==> src/rtl/issue_ctrl.sv <==
// Dual-issue hazard controller: issues a decoded instruction pair, splits dependent
// pairs across two cycles, stalls on load-use hits and flushes decode on taken jumps.
module issue_ctrl (
  input  logic        clk,
  input  logic        rst_n,
  input  logic        pair_valid,
  input  logic        dependency,
  input  logic        jumpE1,
  input  logic        jumpE2,
  input  logic [3:0]  MemtoRegE1,
  input  logic [3:0]  MemtoRegE2,
  input  logic        RegWriteE1,
  input  logic        RegWriteE2,
  input  logic [4:0]  writeregE1,
  input  logic [4:0]  writeregE2,
  input  logic [4:0]  RsD1,
  input  logic [4:0]  RtD1,
  input  logic [4:0]  RsD2,
  input  logic [4:0]  RtD2,
  output logic        stallF,
  output logic        stallD,
  output logic        flushD,
  output logic        flushE,
  output logic        issue1,
  output logic        issue2,
  output logic        split,
  output logic [15:0] stall_cnt
);

  typedef enum logic {NORMAL = 1'b0, SPLIT = 1'b1} stateT;

  stateT       stateReg;
  stateT       stateNext;
  logic [15:0] stallCntReg;
  logic        luse1;
  logic        luse2;
  logic        jumpE;

  // Register r is produced by a load still sitting in E (r0 never counts).
  function automatic logic ldHit(input logic [4:0] r);
    logic hit1;
    logic hit2;
    hit1 = (MemtoRegE1 != 4'd0) && RegWriteE1 && (writeregE1 == r);
    hit2 = (MemtoRegE2 != 4'd0) && RegWriteE2 && (writeregE2 == r);
    return (r != 5'd0) && (hit1 || hit2);
  endfunction

  assign luse1 = ldHit(RsD1) | ldHit(RtD1);
  assign luse2 = ldHit(RsD2) | ldHit(RtD2);
  assign jumpE = jumpE1 | jumpE2;

  always_comb begin
    stateNext = stateReg;
    stallF    = 1'b0;
    stallD    = 1'b0;
    flushD    = 1'b0;
    flushE    = 1'b0;
    issue1    = 1'b0;
    issue2    = 1'b0;
    if (jumpE) begin
      flushD    = 1'b1;
      stateNext = NORMAL;
    end else begin
      case (stateReg)
        NORMAL: begin
          if (pair_valid) begin
            if (luse1 || luse2) begin
              stallF = 1'b1;
              stallD = 1'b1;
              flushE = 1'b1;
            end else if (dependency) begin
              // Slot1 goes now; the pair is held so slot2 can follow next cycle.
              issue1    = 1'b1;
              stallF    = 1'b1;
              stallD    = 1'b1;
              stateNext = SPLIT;
            end else begin
              issue1 = 1'b1;
              issue2 = 1'b1;
            end
          end
        end
        SPLIT: begin
          // Slot1 already left, so only slot2's sources can cause a load-use stall.
          if (luse2) begin
            stallF = 1'b1;
            stallD = 1'b1;
            flushE = 1'b1;
          end else begin
            issue2    = 1'b1;
            stateNext = NORMAL;
          end
        end
        default: stateNext = NORMAL;
      endcase
    end
  end

  always_ff @(posedge clk or negedge rst_n) begin
    if (!rst_n) begin
      stateReg    <= NORMAL;
      stallCntReg <= 16'd0;
    end else begin
      stateReg <= stateNext;
      if (stallD && (stallCntReg != 16'hFFFF))
        stallCntReg <= stallCntReg + 16'd1;
    end
  end

  assign split     = (stateReg == SPLIT);
  assign stall_cnt = stallCntReg;

endmodule

==> config.mk <==
export PLATFORM = sky130hd
export DESIGN_NAME = issue_ctrl
export DESIGN_NICKNAME = d
export VERILOG_FILES = /design/src/rtl/issue_ctrl.sv
export SDC_FILE = /design/constraint.sdc
export NUM_CORES = 1
export LEC_CHECK = 0
export CORE_UTILIZATION = 40
export CTS_BUF_LIST = sky130_fd_sc_hd__clkbuf_4
export DETAILED_ROUTE_END_ITERATION = 8
export DONT_BUFFER_PORTS = 1
export GPL_ROUTABILITY_DRIVEN = 1
export PLACE_DENSITY = 0.55
export SLEW_MARGIN = 20
export SYNTH_ARGS = -nofsm -noshare
export SYNTH_HDL_FRONTEND = slang
export SYNTH_SLANG_ARGS = --single-unit
==> constraint.sdc <==
create_clock -name clk -period 2 [get_ports clk]
set_clock_uncertainty 0.05 [all_clocks]
set_input_delay 0.2 -clock clk [delete_from_list [all_inputs] [get_ports clk]]
set_output_delay 0.2 -clock clk [all_outputs]
set_load 0.05 [all_outputs]
======== Word-level counts from Yosys, hierarchy flattened ========
Index checks and enable logic that the tools add are counted.
Widths: inputs -> output; s select.
word-level totals
  flip-flop bits (word level) ............. 17
  bits of input ports ..................... 46
  output and inout port bits .............. 23
  logic and storage cells ................. 67
cells by class
  add/sub/neg operators ................... 1
  eq/ne operators ......................... 9
  multiplexer cells ....................... 25
  bitwise operators ....................... 4
  reduce and logical (&&, ||, !) cells .... 26
operators with widths
  kind                   number
  $eq 5x5->1             8
  $mux 1                 21
  $reduce_bool 5->1      4
  $add 16x1->16 const B  1
  $ne 16x16->1 const B   1
  $logic_and 1x1->1      15
  $pmux 1 s2             4
  $reduce_bool 4->1      2
  $logic_or 1x1->1       5
  $or 1x1->1             3
  $not 1->1              1

======== Longest topological paths before layout ========
  depth in word-level cells ............... 12
  gate-level depth with buffers ........... 8
  mapped depth without buffers ............ 7

======== Least setup slack after synthesis ========
No wires, ideal clock.
  path kind ............................... reg-to-output
  from .................................... reg stateReg, in the netlist split
  to ...................................... out stallF
  arrival time ............................ 2.358 ns
  required time ........................... 1.750 ns
  path slack .............................. -0.608 ns
  stages on the path, launching flop included .. 8
  path buffers ............................ 3
  cell sequence ........................... dfrtp_1 > clkbuf_1 > nor2_1 > o21ai_0 > o2111a_4 > buf_6 > nor2_1 > buf_4
on the way
  word-level cells in the longest chain between the ends .. 3
ends and longest elaborated chain
  element                 line  RTL
  from (decl)             32    stateT stateReg;
  from (signal assigned)  104   stateReg <= stateNext;
  $not 1->1               --
  $pmux 1 s2 (*)          --
  $mux 1 (*)              --
  to (decl)               20    output logic stallF,
Mark *: on every way between the ends. The rest lies on a longest branch, timed or not.

======== Worst setup path in the final report ========
  from .................................... in MemtoRegE1[2]
  to ...................................... out issue1
on the way
  word-level cells in the longest chain between the ends .. 11
  elaborated cells on any way between the ends .. 21
  those cells by class .................... 4 x mux; 2 x bitwise; 15 x reduce/logical
ends and longest elaborated chain
  element                        line    RTL
  from (decl)                    10      input logic [3:0] MemtoRegE1,
  $reduce_bool 4->1 (*)          43      hit1 = (MemtoRegE1 != 4'd0) && RegWriteE1 && (writeregE1 == r);
  $logic_and 1x1->1 (*)          43
  $logic_and 1x1->1              43
  $logic_or 1x1->1               45      return (r != 5'd0) && (hit1 || hit2);
  $logic_and 1x1->1              45
  $or 1x1->1 (on tied branches)  48, 49
  $logic_or 1x1->1 (*)           67      if (luse1 || luse2) begin
  $mux 1 (*)                     67
  $mux 1 (*)                     66      if (pair_valid) begin
  $mux 1 (*)                     64      case (stateReg)
  $mux 1 (*)                     60      if (jumpE) begin
  to (decl)                      24      output logic issue1,
Marked as above.

==> flow_summary.toml <==
[outcome]
status = "finished with violations"
violations = "setup timing"

[global_routing]
antenna_found_initial = 0
first_global_vias = 1495
grt_pass1_wl_um = 6630
overflow = 0
grt_max_degree = 18
grt_use_total_pct = 20.27

[yosys]
syn_area_um2 = 1523
synth_cell_type_count = 40
ys_warn_count = 0
synth_ff_type = "dfrtp_1"
synth_seq_cells = 17
synth-edff-count = 0
avgSynthCellArea_um2 = 9.173
synth_area_leader_cell = "dfrtp_1"
synthArstFlopShare_pct = 100.0
yosysMostFrequentCell = "xor2_1"
synth_nets = 213
synthCells = 166
synthTopCellsByCount = "xor2_1 (43), dfrtp_1 (17), nor2_1 (17)"
yosys-top-cells-area = "dfrtp_1 (28%), xor2_1 (25%), xnor2_1 (5.8%)"
synthDominantCellAreaShare_pct = 27.94
ys_seq_area_share_pct = 27.94

[floorplanning]
fp.dieH_um = 63.70
die_area_um2 = 4058
start_util_pct = 41.59
die_x_um = 63.70
core_area_um2 = 3661
io_pins = 69
placementRows = 22

[placed_design]
placedCellCount = 245
placed_area_um2 = 1928
post-dp-hpwl_um = 3187
port_buffers = 0
place_congestion = 0.8674

[pwr]
p_leak_nw = 0.8863
ir_drop_mv = 0.2734
finalPower_w = 0.001154
power.density_nw_per_um2 = 569.5

[final_layout]
instances_no_fill = 254
n_antenna_cell = 0
syn_to_final_growth_pct = 33.03
drive_above_1_share_pct = 35.92
fin_nets = 254
final_area_um2 = 2026
fin_util_pct = 55.33

[timing]
slew_headroom_pct = 50.10
fmax_mhz = 494.7
fin_crit_sh_pct = 101.1
setup_viol = 1
rsz0062_at_grt = "true"
setup-tns-final_ns = -0.02162
hold_viol = 0
fin_ws_ns = -0.02162
worstMarginPinSlew_ns = 0.7461
drv_slew = 0
finalCriticalPeriod_ns = 2.022

[clock_tree]
cts_tree = "yes"
cts-root-buf = "clkbuf_4"
path_clk_slew_ns = 0.10
cts_made_buffers = 3
cts_buffer_depth = 2
ctsHtreeMaxLevel = 1
cts.sinks = 17
clkLatencyLatePin_ns = 0.29

[drt]
first_iter_violations = 50
drt-pass1-iter-count = 7
viasPerCell = 5.520
drt_wl_total_um = 3774
drc = 0
ant_nets = 0
wl_per_cell_um = 14.86
via_count = 1402

[min_path]
hold_start = "pair_valid"
hp-class = "in2reg"
holdPathEnd = "split"
hold-path-cell-count = 2

[setup_path]
path_class = "in2out"
ff2ff_setup_slack_ns = 0.09
start_kind = "primary input"
cp_data_required_time_ns = 1.75
worstReg2RegStart = "split"
cp.arrival_ns = 1.77
rr_worst_depth = 6
endpoint_kind = "output port"
r2r_end = "stall_cnt[14]"
crit_fanout = 4

[job]
maxCapViolCount = 0
-- layout make-up --
class / instances / area, µm²
multi-input cells: 144 / 1150
well taps: 48 / 60.06
flip-flops and latches: 17 / 437.9
repair buffers: 39 / 340.3
clock buffers: 4 / 30.03
inverters: 2 / 7.507
fillers: 329 / 1635
-- placed cells by master (no fill, tap or decap), types with 2 or more instances in the layout --
cell type,Yosys,routed
nor3_2,3,3
a32oi_1,2,2
buf_6,1,2
xor2_1,43,43
nor2_1,17,16
nand3_1,10,9
buf_12,0,3
clkbuf_4,0,4
dfrtp_2,0,10
o22a_1,2,2
dfrtp_1,17,7
or4_4,2,2
xnor2_1,10,10
nand2_1,5,5
nor4_2,2,5
nor3_1,11,10
and4b_1,2,2
or4_1,4,4
buf_4,1,33
nor4_1,5,2
inv_1,2,2
o21ai_1,1,3
nand4_1,4,4
-- metal layers --
metal  up-vias  global-route usage (%)  wire, µm
met4         0                   7.955        90
met5         -                       0         0
met1       657                   22.09      1457
met3         8                   5.978       287
li1        678                       -         -
met2        59                   36.30      1939
-- cells by family after synthesis --
family                   Yosys count  share of synthesized area [%]
adder cells (fa/ha/maj)            1                         0.8216
AND/OR/NAND/NOR                   74                          28.60
XOR/XNOR                          54                          31.55
AO/OA/AOI/OAI                     13                          7.642
flip-flops                        17                          27.94
multiplexers                       2                          1.479
buffers and inverters              5                          1.972
-- critical path: stages --
cell,delay [ns]
o41a_1,0.47
a32oi_1,0.21
o22a_1,0.25
buf_6,0.12
and2_4,0.13
and4b_1,0.24
buf_12,0.15
-- registers in the layout, summed over array words and instances (netlist names) --
register   cells
stall_cnt     16
split          1
-- worst max-delay path by stage --
stage                        from       endpoint  slack, ns  depth (start not counted)
detailed placement  MemtoRegE1[1]  stall_cnt[14]      -0.05                          7
finish              MemtoRegE1[2]         issue1      -0.02                          7
global placement    MemtoRegE1[1]  stall_cnt[14]      -0.05                          7
floorplan           MemtoRegE1[1]         stallF     -0.005                          7
CTS                 MemtoRegE1[1]         issue1      -0.02                          7
global route        MemtoRegE1[2]         issue1       -0.1                          7
-- per-stage QoR --
step / hold slack (ns) / worst slack [ns]
3_5_place_dp: -0.1452 / -0.05469
6_report: 0.04376 / -0.02162
5_1_grt: 0.04187 / -0.09740
4_1_cts: 0.04592 / -0.01512
2_1_floorplan: -0.1456 / -0.005203
3_3_place_gp: -0.1452 / -0.05139
-- power breakdown --
group / switching [W] / internal [W]
clock: 0.000103 / 0.0000911
sequential: 0.0000459 / 0.000390
combinational: 0.000317 / 0.000207
total: 0.000466 / 0.000687
-- repair_timing --
action / CTS / global route
hold buffers: 1 / 0
gates resized for setup: 0 / 6
pin swaps: 2 / 6
buffers inserted: 1 / 3
gates cloned: 0 / 0
hold endpoints to repair: 17 / 0
endpoints found under the setup margin: 3 / 4
(Power assumes the default switching activity.)
